**config.mk**
```make
export PLATFORM = sky130hd
export DESIGN_NAME = fetch_queue_stage
export DESIGN_NICKNAME = d
export VERILOG_FILES = /design/src/rtl/fetch_queue_stage.sv
export SDC_FILE = /design/constraint.sdc
export NUM_CORES = 1
export LEC_CHECK = 0
export ABC_AREA = 1
export BUFFER_PORTS_ARGS = -buffer_cell sky130_fd_sc_hd__buf_2
export CORE_AREA = 4 4 185 187
export CTS_CLUSTER_DIAMETER = 30
export DETAILED_ROUTE_END_ITERATION = 8
export DIE_AREA = 0 0 189 191
export PLACE_DENSITY = 0.75
export SLEW_MARGIN = 25
export SYNTH_ARGS = -nofsm -noshare
export SYNTH_HDL_FRONTEND = slang
export SYNTH_SLANG_ARGS = --single-unit
```
**constraint.sdc**
```tcl
create_clock -name clk -period 5.9 [get_ports clk]
set_clock_uncertainty 0.2 [all_clocks]
set_input_delay 0.59 -clock clk [delete_from_list [all_inputs] [get_ports clk]]
set_output_delay 0.59 -clock clk [all_outputs]
set_load 0.02 [all_outputs]
```
**src/rtl/fetch_queue_stage.sv**
```systemverilog
// Fetch stage with a DEPTH-entry prefetch queue feeding the decode register; redirect-to-decode 4 cycles.
// Backpressure: requests stop once queued + in-flight + stale fetches reach DEPTH; add_stall holds decode.

module fifo #(
  parameter int WIDTH = 64,
  parameter int DEPTH = 4
) (
  input  logic                       clk,
  input  logic                       rst,
  input  logic                       flush,
  input  logic                       push,
  input  logic [WIDTH-1:0]           push_data,
  input  logic                       pop,
  output logic [WIDTH-1:0]           pop_data,
  output logic [$clog2(DEPTH):0]     count
);
  localparam int AW = $clog2(DEPTH);

  logic [WIDTH-1:0] mem [DEPTH];
  logic [AW-1:0]    wr_ptr;
  logic [AW-1:0]    rd_ptr;

  assign pop_data = mem[rd_ptr];

  always_ff @(posedge clk or negedge rst) begin
    if (!rst) begin
      wr_ptr <= '0;
      rd_ptr <= '0;
      count  <= '0;
    end else if (flush) begin
      wr_ptr <= '0;
      rd_ptr <= '0;
      count  <= '0;
    end else begin
      if (push) wr_ptr <= wr_ptr + AW'(1);
      if (pop)  rd_ptr <= rd_ptr + AW'(1);
      case ({push, pop})
        2'b10:   count <= count + (AW+1)'(1);
        2'b01:   count <= count - (AW+1)'(1);
        default: count <= count;
      endcase
    end
  end

  // Storage needs no reset: only entries below count are ever read as valid.
  always_ff @(posedge clk) begin
    if (push && !flush) mem[wr_ptr] <= push_data;
  end
endmodule

module fetch_queue_stage #(
  parameter int              XLEN     = 32,
  parameter int              DEPTH    = 4,
  parameter logic [XLEN-1:0] NOP      = 32'h68000000,
  parameter logic [XLEN-1:0] RESET_PC = '0
) (
  input  logic            clk,
  input  logic            rst,
  input  logic            add_stall,
  input  logic            isbranchtaken_E,
  input  logic [XLEN-1:0] pc_branch_E,
  input  logic            interrupt,
  input  logic [XLEN-1:0] pc_isr,
  output logic            imem_req,
  output logic [XLEN-1:0] imem_addr,
  input  logic            imem_gnt,
  input  logic            imem_rvalid,
  input  logic [XLEN-1:0] imem_rdata,
  output logic [XLEN-1:0] instruction_D,
  output logic [XLEN-1:0] pc_D,
  output logic            valid_D
);
  localparam int CW = $clog2(DEPTH) + 1;
  localparam int SW = CW + 2;

  logic [XLEN-1:0]   fetch_pc;
  logic [CW-1:0]     outstanding;
  logic [CW-1:0]     discard;
  logic [CW-1:0]     q_count;
  logic              redirect;
  logic [XLEN-1:0]   target;
  logic [SW-1:0]     occupancy;
  logic              accept;
  logic              resp_keep;
  logic              resp_drop;
  logic              q_push;
  logic              q_pop;
  logic [XLEN-1:0]   resp_pc;
  logic [2*XLEN-1:0] q_head;

  assign redirect = interrupt | isbranchtaken_E;
  assign target   = interrupt ? pc_isr : pc_branch_E;

  assign occupancy = SW'(q_count) + SW'(outstanding) + SW'(discard);
  assign imem_req  = !redirect && (occupancy < SW'(DEPTH));
  assign imem_addr = fetch_pc;
  assign accept    = imem_req & imem_gnt;

  assign resp_drop = imem_rvalid && (discard != '0);
  assign resp_keep = imem_rvalid && (discard == '0);
  assign q_push    = resp_keep && !redirect;
  assign q_pop     = !redirect && !add_stall && (q_count != '0);

  // Live requests since the last redirect are consecutive and answered in order,
  // so the oldest one sits outstanding words behind fetch_pc.
  assign resp_pc = fetch_pc - (XLEN'(outstanding) << 2);

  fifo #(
    .WIDTH (2*XLEN),
    .DEPTH (DEPTH)
  ) u_queue (
    .clk       (clk),
    .rst       (rst),
    .flush     (redirect),
    .push      (q_push),
    .push_data ({imem_rdata, resp_pc}),
    .pop       (q_pop),
    .pop_data  (q_head),
    .count     (q_count)
  );

  always_ff @(posedge clk or negedge rst) begin
    if (!rst) begin
      fetch_pc    <= RESET_PC;
      outstanding <= '0;
      discard     <= '0;
    end else if (redirect) begin
      fetch_pc    <= target;
      outstanding <= '0;
      discard     <= discard + outstanding - CW'(imem_rvalid);
    end else begin
      if (accept) fetch_pc <= fetch_pc + XLEN'(4);
      outstanding <= outstanding + CW'(accept) - CW'(resp_keep);
      discard     <= discard - CW'(resp_drop);
    end
  end

  always_ff @(posedge clk or negedge rst) begin
    if (!rst) begin
      instruction_D <= NOP;
      pc_D          <= '0;
      valid_D       <= 1'b0;
    end else if (redirect) begin
      instruction_D <= NOP;
      pc_D          <= '0;
      valid_D       <= 1'b0;
    end else if (!add_stall) begin
      if (q_pop) begin
        instruction_D <= q_head[2*XLEN-1:XLEN];
        pc_D          <= q_head[XLEN-1:0];
        valid_D       <= 1'b1;
      end else begin
        instruction_D <= NOP;
        pc_D          <= '0;
        valid_D       <= 1'b0;
      end
    end
  end
endmodule

```
==> results.md, run 1 <==
- Synth Flop Type: edfxtp_1
- Slowest cell on crit path: fa_1
- Crit path DAT: 3000 ps
- Worst Tran Pin Value: 984 ps
- Setup violators final: 0
- RSZ-0062 raised after global routing: no
- Global-route congestion overflow total: 0
- Vias in the first global route: between 10000 and 15000
- Cell accounting for the most synthesized area: edfxtp_1
- First-pass GRT wire length: ~65000 microns
- Initial antenna violation count: 0
- Min-delay worst type: input pin to flop
- Pwr Density: 391 nW/um^2
- Clock-pin slew on the worst setup and hold paths: 50 ps
- Dpl ws: 2290 ps
- Placed Cells: between 2000 and 2500
- CTS tree: built
- Crit path time final: 3790 ps
- Reg-to-Reg Start: outstanding[1]
- Max transition margin: 34.2%
- Worst-Skew Late Latency: 560 ps
- Post-route cell area: 19900 sq um
- Post-synthesis cell type count: 33
- Most common cell in the netlist: nor2_1
- Post-synth EDFFs: 256
- Layout cells sized above 1: between 10% and 20%
- Row Count: 66
- RD Place Congestion: 0.911
- Synth Register Bits: 366
- Ranking of synthesized cells by area: edfxtp_1 (47%), dfrtp_1 (17%), nor2_1 (6.5%), o21ai_0 (5.9%), nand2_1 (5.4%)
- Syn nets: 1648
- Hold depth: 1
- VDD IR max: 215 uV
- Largest net degree at the start of global routing: 79
- Hold Violations, Final: 0
- Async SR Flop Fraction: 30.1%
- Die area: 36100 sq um
- Setup tns final: 0 ps
- Maximum clock insertion buffer count: 3
- Final Hold Slack: 50.2 ps
- Mapped Area: between 15000 and 20000 sq um
- Hold Path End: u_queue.mem[0][32]
- Remaining DRCs: 0
- Crit path required time: approximately 5000 ps
- DP Wirelength: between 20000 and 30000 microns
- Synth cell count leaders: nor2_1 (279), edfxtp_1 (256), nand2_1 (235)
- Vias per inst: 5.45
- Hold Startpoint: imem_rdata[0]
- Routed Antenna Nets: 0
- Crit Path Category: flop to output port
- Port bufs: 200
- Total track usage: 22.5%
- Yosys synthesis warning count: 0
- Layout Cells excl Fill: 2218
- H-tree levels: 3
- Top-area cell type share of the netlist area: 47.5%
- Core area: 32500 sq um
- Nets@finish: 1847
- Crit path cell chain: inv_1 > fa_1 > a21oi_1 > fa_1 > nor2_2 > o21ai_2 > a21oi_1 > buf_2
- Num CTS Buffers: 73
- Diode count: 0
- CTS Sinks: 366
- Peak Freq: 264 MHz
- Post-Route WL: 41500 microns
- Worst-path maximum fanout: 4
- Die width: between 150 and 200 microns
- Seq/Total Area, Yosys: 64.5%
- DRT iter0 DRCs: around 1200
- Mean Syn Cell Area: 10.7 sq um
- Root buffer cell: clkbuf_16
- Mapped Cells: 1520
- Routed wire per std cell: 18.7 microns
- CP Launch Type: flop
- Final WS setup: 2110 ps
- Leakage power: 8.29 nW
- Max_cap viols: 0
- Layout fillers: about 2500
- Worst R2R End: outstanding[2]
- Dpl cell area: between 15000 and 20000 sq um
- DRT Pass-1 Iters: 5
- Status: finished clean
- Period utilization: roughly 64%
- Slew Limit Fails: 0
- Critical Path Sink Type: output port
- R2R depth: 14
- Total power: around 8 mW
- Vert. Die Dim: 191 microns
- Ports: 201
- Syn-to-layout area delta: 23.1%
- Final core utilization: 61.5%
- Initial Util: between 40% and 50%
- CP max stage delay: 520 ps
- R2R Setup Slk: 2300 ps
- Total number of vias: 12092
sequential cells by signal, indices dropped and copies added (netlist names):
| signal | flops |
|---|---|
| u_queue.count | 3 |
| valid_D | 1 |
| u_queue.wr_ptr | 2 |
| instruction_D | 32 |
| pc_D | 32 |
| u_queue.mem | 256 |
| outstanding | 3 |
| discard | 3 |
| imem_addr | 32 |
| u_queue.rd_ptr | 2 |
how the worst max path moves through the flow:
| stage | start | endpoint | slack, ps | depth (start not counted) |
|---|---|---|---|---|
| global placement | outstanding[1] | outstanding[2] | 2380 | 14 |
| floorplan | interrupt | u_queue.mem[0][0] | 1170 | 7 |
| global route | outstanding[1] | imem_req | 1940 | 8 |
| CTS | outstanding[1] | imem_req | 2080 | 8 |
| finish | outstanding[1] | imem_req | 2110 | 8 |
| detailed placement | outstanding[1] | outstanding[2] | 2290 | 14 |
cell type report:
cell class	count	area [sq um]	area share [%]
multi-input combinational	972	5030	25.2
clock buffer	90	1960	9.84
sequential	366	10400	52.4
tap	442	553	2.77
clock inverter	42	470	2.36
timing repair buffer	213	1130	5.66
inverter	93	353	1.77
power by group:
part           internal, mW  leakage [nW]  total (mW)  switching [mW]
sequential             2.89          3.75        3.01           0.116
clock                  2.65          1.17        4.01            1.36
combinational         0.255          3.37       0.785           0.530
placed cells by master (no fill, tap or decap), drive strengths merged:
cell / instances
a21oi: 12
a22o: 61
a31oi: 4
buf: 212
bufinv: 6
clkbuf: 90
clkinv: 19
clkinvlp: 6
dfrtp: 107
dfstp: 3
dlygate4sd3: 1
edfxtp: 256
fa: 7
ha: 18
inv: 104
mux2i: 1
nand2: 236
nand3: 31
nand3b: 1
nand4: 7
nor2: 287
nor3: 5
o21a: 1
o21ai: 196
o22ai: 67
xnor2: 8
xor2: 30
per-layer routing:
layer / share of wire (%) / up-vias / track usage, %
li1: - / 5680 / -
met1: 42 / 5800 / 29.8
met2: 47 / 536 / 36.9
met3: 8.4 / 76 / 5.48
met4: 2.4 / 0 / 7.48
met5: 0 / - / 0
cell families (layout without fill, tap and decap cells):
family                     count (synthesis)  after routing  share of synthesized area (%)
and+or+nand+nor                          567            567                           13.9
DFF                                      366            366                           64.5
buffers and inverters                    182            438                           4.70
xor gates and xnor gates                  38             38                           2.05
AOI/OAI and AO/OA                        341            341                           12.5
adders and majority gates                 25             25                           2.26
muxes                                      1              1                         0.0618
what timing repair did:
item / 4_1_cts / 5_1_grt
hold endpoints to repair: 7 / 0
buffers inserted: 0 / 0
hold buffers: 1 / 0
resized for setup: 0 / 0
critical path: cells and delay by family (launching register included):
| family | cells | cell delay [ps] |
|---|---|---|
| simple gates | 1 | 130 |
| flops | 1 | 450 |
| fa+ha+maj | 2 | 970 |
| compound gates | 3 | 530 |
| buf+inv | 2 | 370 |
Power figures use the tool's default switching activity.
==> inputs of run 2 (changes only) <==
PLACE_DENSITY = 0.78   (was 0.75)
clock period = 3.2 ns   (was 5.9 ns; I/O delays follow)
==> run 2 against run 1 <==
Compared with the run above:
- sequential power grew 84%
- critical path depth is 5 higher
- global-route usage grew 1.1 points
- final cell count grew 3.8%
- combinational power increased by 110%
- cell area up 4.7%
- hold slack got worse by 29 ps
- power rose by 86%
- utilization is 2.9 points higher
- highest routed layer unchanged
- register-to-register slack got worse by 2300 ps
- clock power up 82%
- first-iteration DRC count fell by 15%
==> results.md, run 2 (synthesis gave the netlist of run 1 again) <==
- Root buffer cell: clkbuf_16
- DRT Pass-1 Iters: 5 (unchanged)
- Layout cells sized above 1: 21.1% (+1.1 points)
- Critical Path Sink Type: flop
- Maximum clock insertion buffer count: 3 (unchanged)
- Status: finished clean
- Hold Violations, Final: 0 (unchanged)
- Crit path required time: 3430 ps (-1680 ps)
- Initial Util: 49.9% (unchanged)
- Gr busiest metal: met2
- Worst-path maximum fanout: 2 (-2)
- Syn-to-layout area delta: 28.9%
- CP Launch Type: flop
- Ports: 201 (unchanged)
- Max reg flops: 256 (unchanged)
- Crit path DAT: 3400 ps (+400 ps)
- Initial antenna violation count: 0 (unchanged)
- Most frequent CP cell: inv_2
- VDD IR max: 418 uV (+95%)
- Min-delay worst type: input pin to flop
- Vert. Die Dim: 191 microns (unchanged)
- Slowest cell on crit path: fa_1
- Leakage power: 8.68 nW (+4.7%)
- Vias in the first global route: 12716 (+4.9%)
- Global-route congestion overflow total: 0 (unchanged)
- R2R Setup Slk: 30 ps (-2270 ps)
- DRT iter0 DRCs: 999 (-15%)
- Diode count: 0 (unchanged)
- Switch share: 26.2% (+0.45 points)
- Nets@finish: 1933 (+4.7%)
- Grt met2 use: 39.8% (+3.0 points)
- Slew Limit Fails: 0 (unchanged)
- Layout Cells excl Fill: 2303 (+3.8%)
- DP Wirelength: 26200 microns (+4.7%)
- Crit Path Category: flop to flop
- CTS tree: built
- Total number of vias: 12696 (+5.0%)
- Reg-to-Reg Start: outstanding[1]
- Crit path time final: around 3200 ps
- Row Count: 66 (unchanged)
- Worst R2R End: outstanding[1]
- Internal power: 10.7 mW (+84%)
- First-pass GRT wire length: 67600 microns (+4.6%)
- Peak Freq: between 300 and 400 MHz
- Die width: 189 microns (unchanged)
- Leading cell type in the layout, fill and taps excluded: nor2_1
- Total track usage: 23.6% (+1.1 points)
- Switching power: 3.79 mW (+89%)
- Num CTS Buffers: 68 (-6.8%)
- Clock-pin slew on the worst setup and hold paths: 40 ps (about the same)
- Port bufs: 200 (unchanged)
- Die area: 36100 sq um (unchanged)
- H-tree levels: 3 (unchanged)
- Setup tns final: 0 ps (unchanged)
- R2R depth: 13 (-1)
- Setup violators final: 0 (unchanged)
- Commonest non-fill, non-tap cells in the layout: nor2_1 (275), edfxtp_1 (256), nand2_1 (235)
- Worst Setup SP: outstanding[1]
- Total power: 14.5 mW (+86%)
- Combinational power share: 11.3% (+1.2 points)
- Crit path cell chain: inv_2 > fa_1 > a21oi_2 > fa_1 > nor2_2 > o21ai_2 > nand3b_4 > ha_4 > inv_2 > ha_4 > inv_2 > fa_2 > nor2_1
- Largest reg by FF count: u_queue.mem
- Remaining DRCs: 0 (unchanged)
- RSZ-0062 raised after global routing: yes
- Max transition margin: 43.8% (+9.6 points)
- CP max stage delay: 510 ps (about the same)
- Power share of the clock group: 50.5% (-0.9 points)
- Vias per inst: 5.51 (+1.1%)
- Pwr Density: 694 nW/um^2 (+77%)
- Worst Tran Pin Value: 842 ps (-142 ps)
- Routed Antenna Nets: 0 (unchanged)
- Worst-Skew Late Latency: 570 ps (about the same)
- M1 GR Usage: 30.8% (+0.98 points)
- Placed Cells: 2113 (+1.3%)
- Routed wire per std cell: 18.8 microns (+0.73%)
- Core area: 32500 sq um (unchanged)
- Reg power frac: 38.2% (-0.3 points)
- Post-Route WL: 43400 microns (+4.6%)
- Period utilization: 99.0%
- Largest net degree at the start of global routing: 68 (-14%)
- Met3 Use GR: 3.76% (-1.7 points)
- RD Place Congestion: 0.920 (+0.93%)
- Critical Path End: outstanding[1]
- Max_cap viols: 0 (unchanged)
- CTS Sinks: 366 (unchanged)
[run 2: worst max-delay path: cells and delay by family, from the launching register on]
family | cells | cell delay (ps)
adders and majority gates | 5 | 1800
DFF | 1 | 350
and+or+nand+nor | 3 | 320
AOI/OAI and AO/OA | 2 | 230
buffers and inverters | 3 | 140
[run 2: stage by stage]
stage          util (%)  area [sq um]  hold slack [ps]  worst slack, ps
2_1_floorplan         -         16200             -176             -215
3_3_place_gp       54.9         17800              170            -36.3
3_5_place_dp       54.9         17800              170             -101
4_1_cts            64.3         20900             3.11             25.0
5_1_grt            64.3         20900             56.0            -53.6
6_report           64.3         20900             20.9             33.3
[run 2: worst min path at each step]
stage                               start                 to  cells after the start
after floorplan                       rst         discard[0]                      0
after global placement                rst  instruction_D[23]                      1
after detailed placement              rst  instruction_D[24]                      1
after CTS                       pc_isr[8]       imem_addr[8]                      5
after global routing           pc_isr[14]      imem_addr[14]                      5
final                     pc_branch_E[25]      imem_addr[25]                      7
[run 2: power by group through the flow]
| stage | logic (mW) | clock network [mW] | registers (mW) |
|---|---|---|---|
| 6_report | 1.64 | 7.31 | 5.53 |
| 5_1_grt | 1.83 | 7.63 | 5.55 |
| 4_1_cts | 1.62 | 7.39 | 5.53 |
| 3_5_place_dp | 1.53 | 0 | 5.61 |
| 3_3_place_gp | 1.48 | 0 | 5.60 |
| 2_1_floorplan | 0.924 | 0 | 5.61 |
[run 2: what timing repair did]
item	in CTS	in global routing
setup endpoints to repair	3	3
buffers inserted	0	1
pin swaps	4	1
hold buffers	63	0
gates resized for setup	3	6
hold endpoints to repair	192	0
[run 2: per-layer routing]
metal	share of wire (%)	routed length, microns
met2	49	21100
met4	3.3	1420
met1	41	18000
met3	6.7	2910
met5	0	0
[run 2: area by class of cell]
type	instances	area, sq um
Timing Repair Buffer	304	2060
Multi-Input combinational cell	972	5060
Fill cell	2382	11600
Sequential cell	366	10500
Tap cell	442	553
Clock inverter	46	606
Inverter	93	350
Clock buffer	80	1800
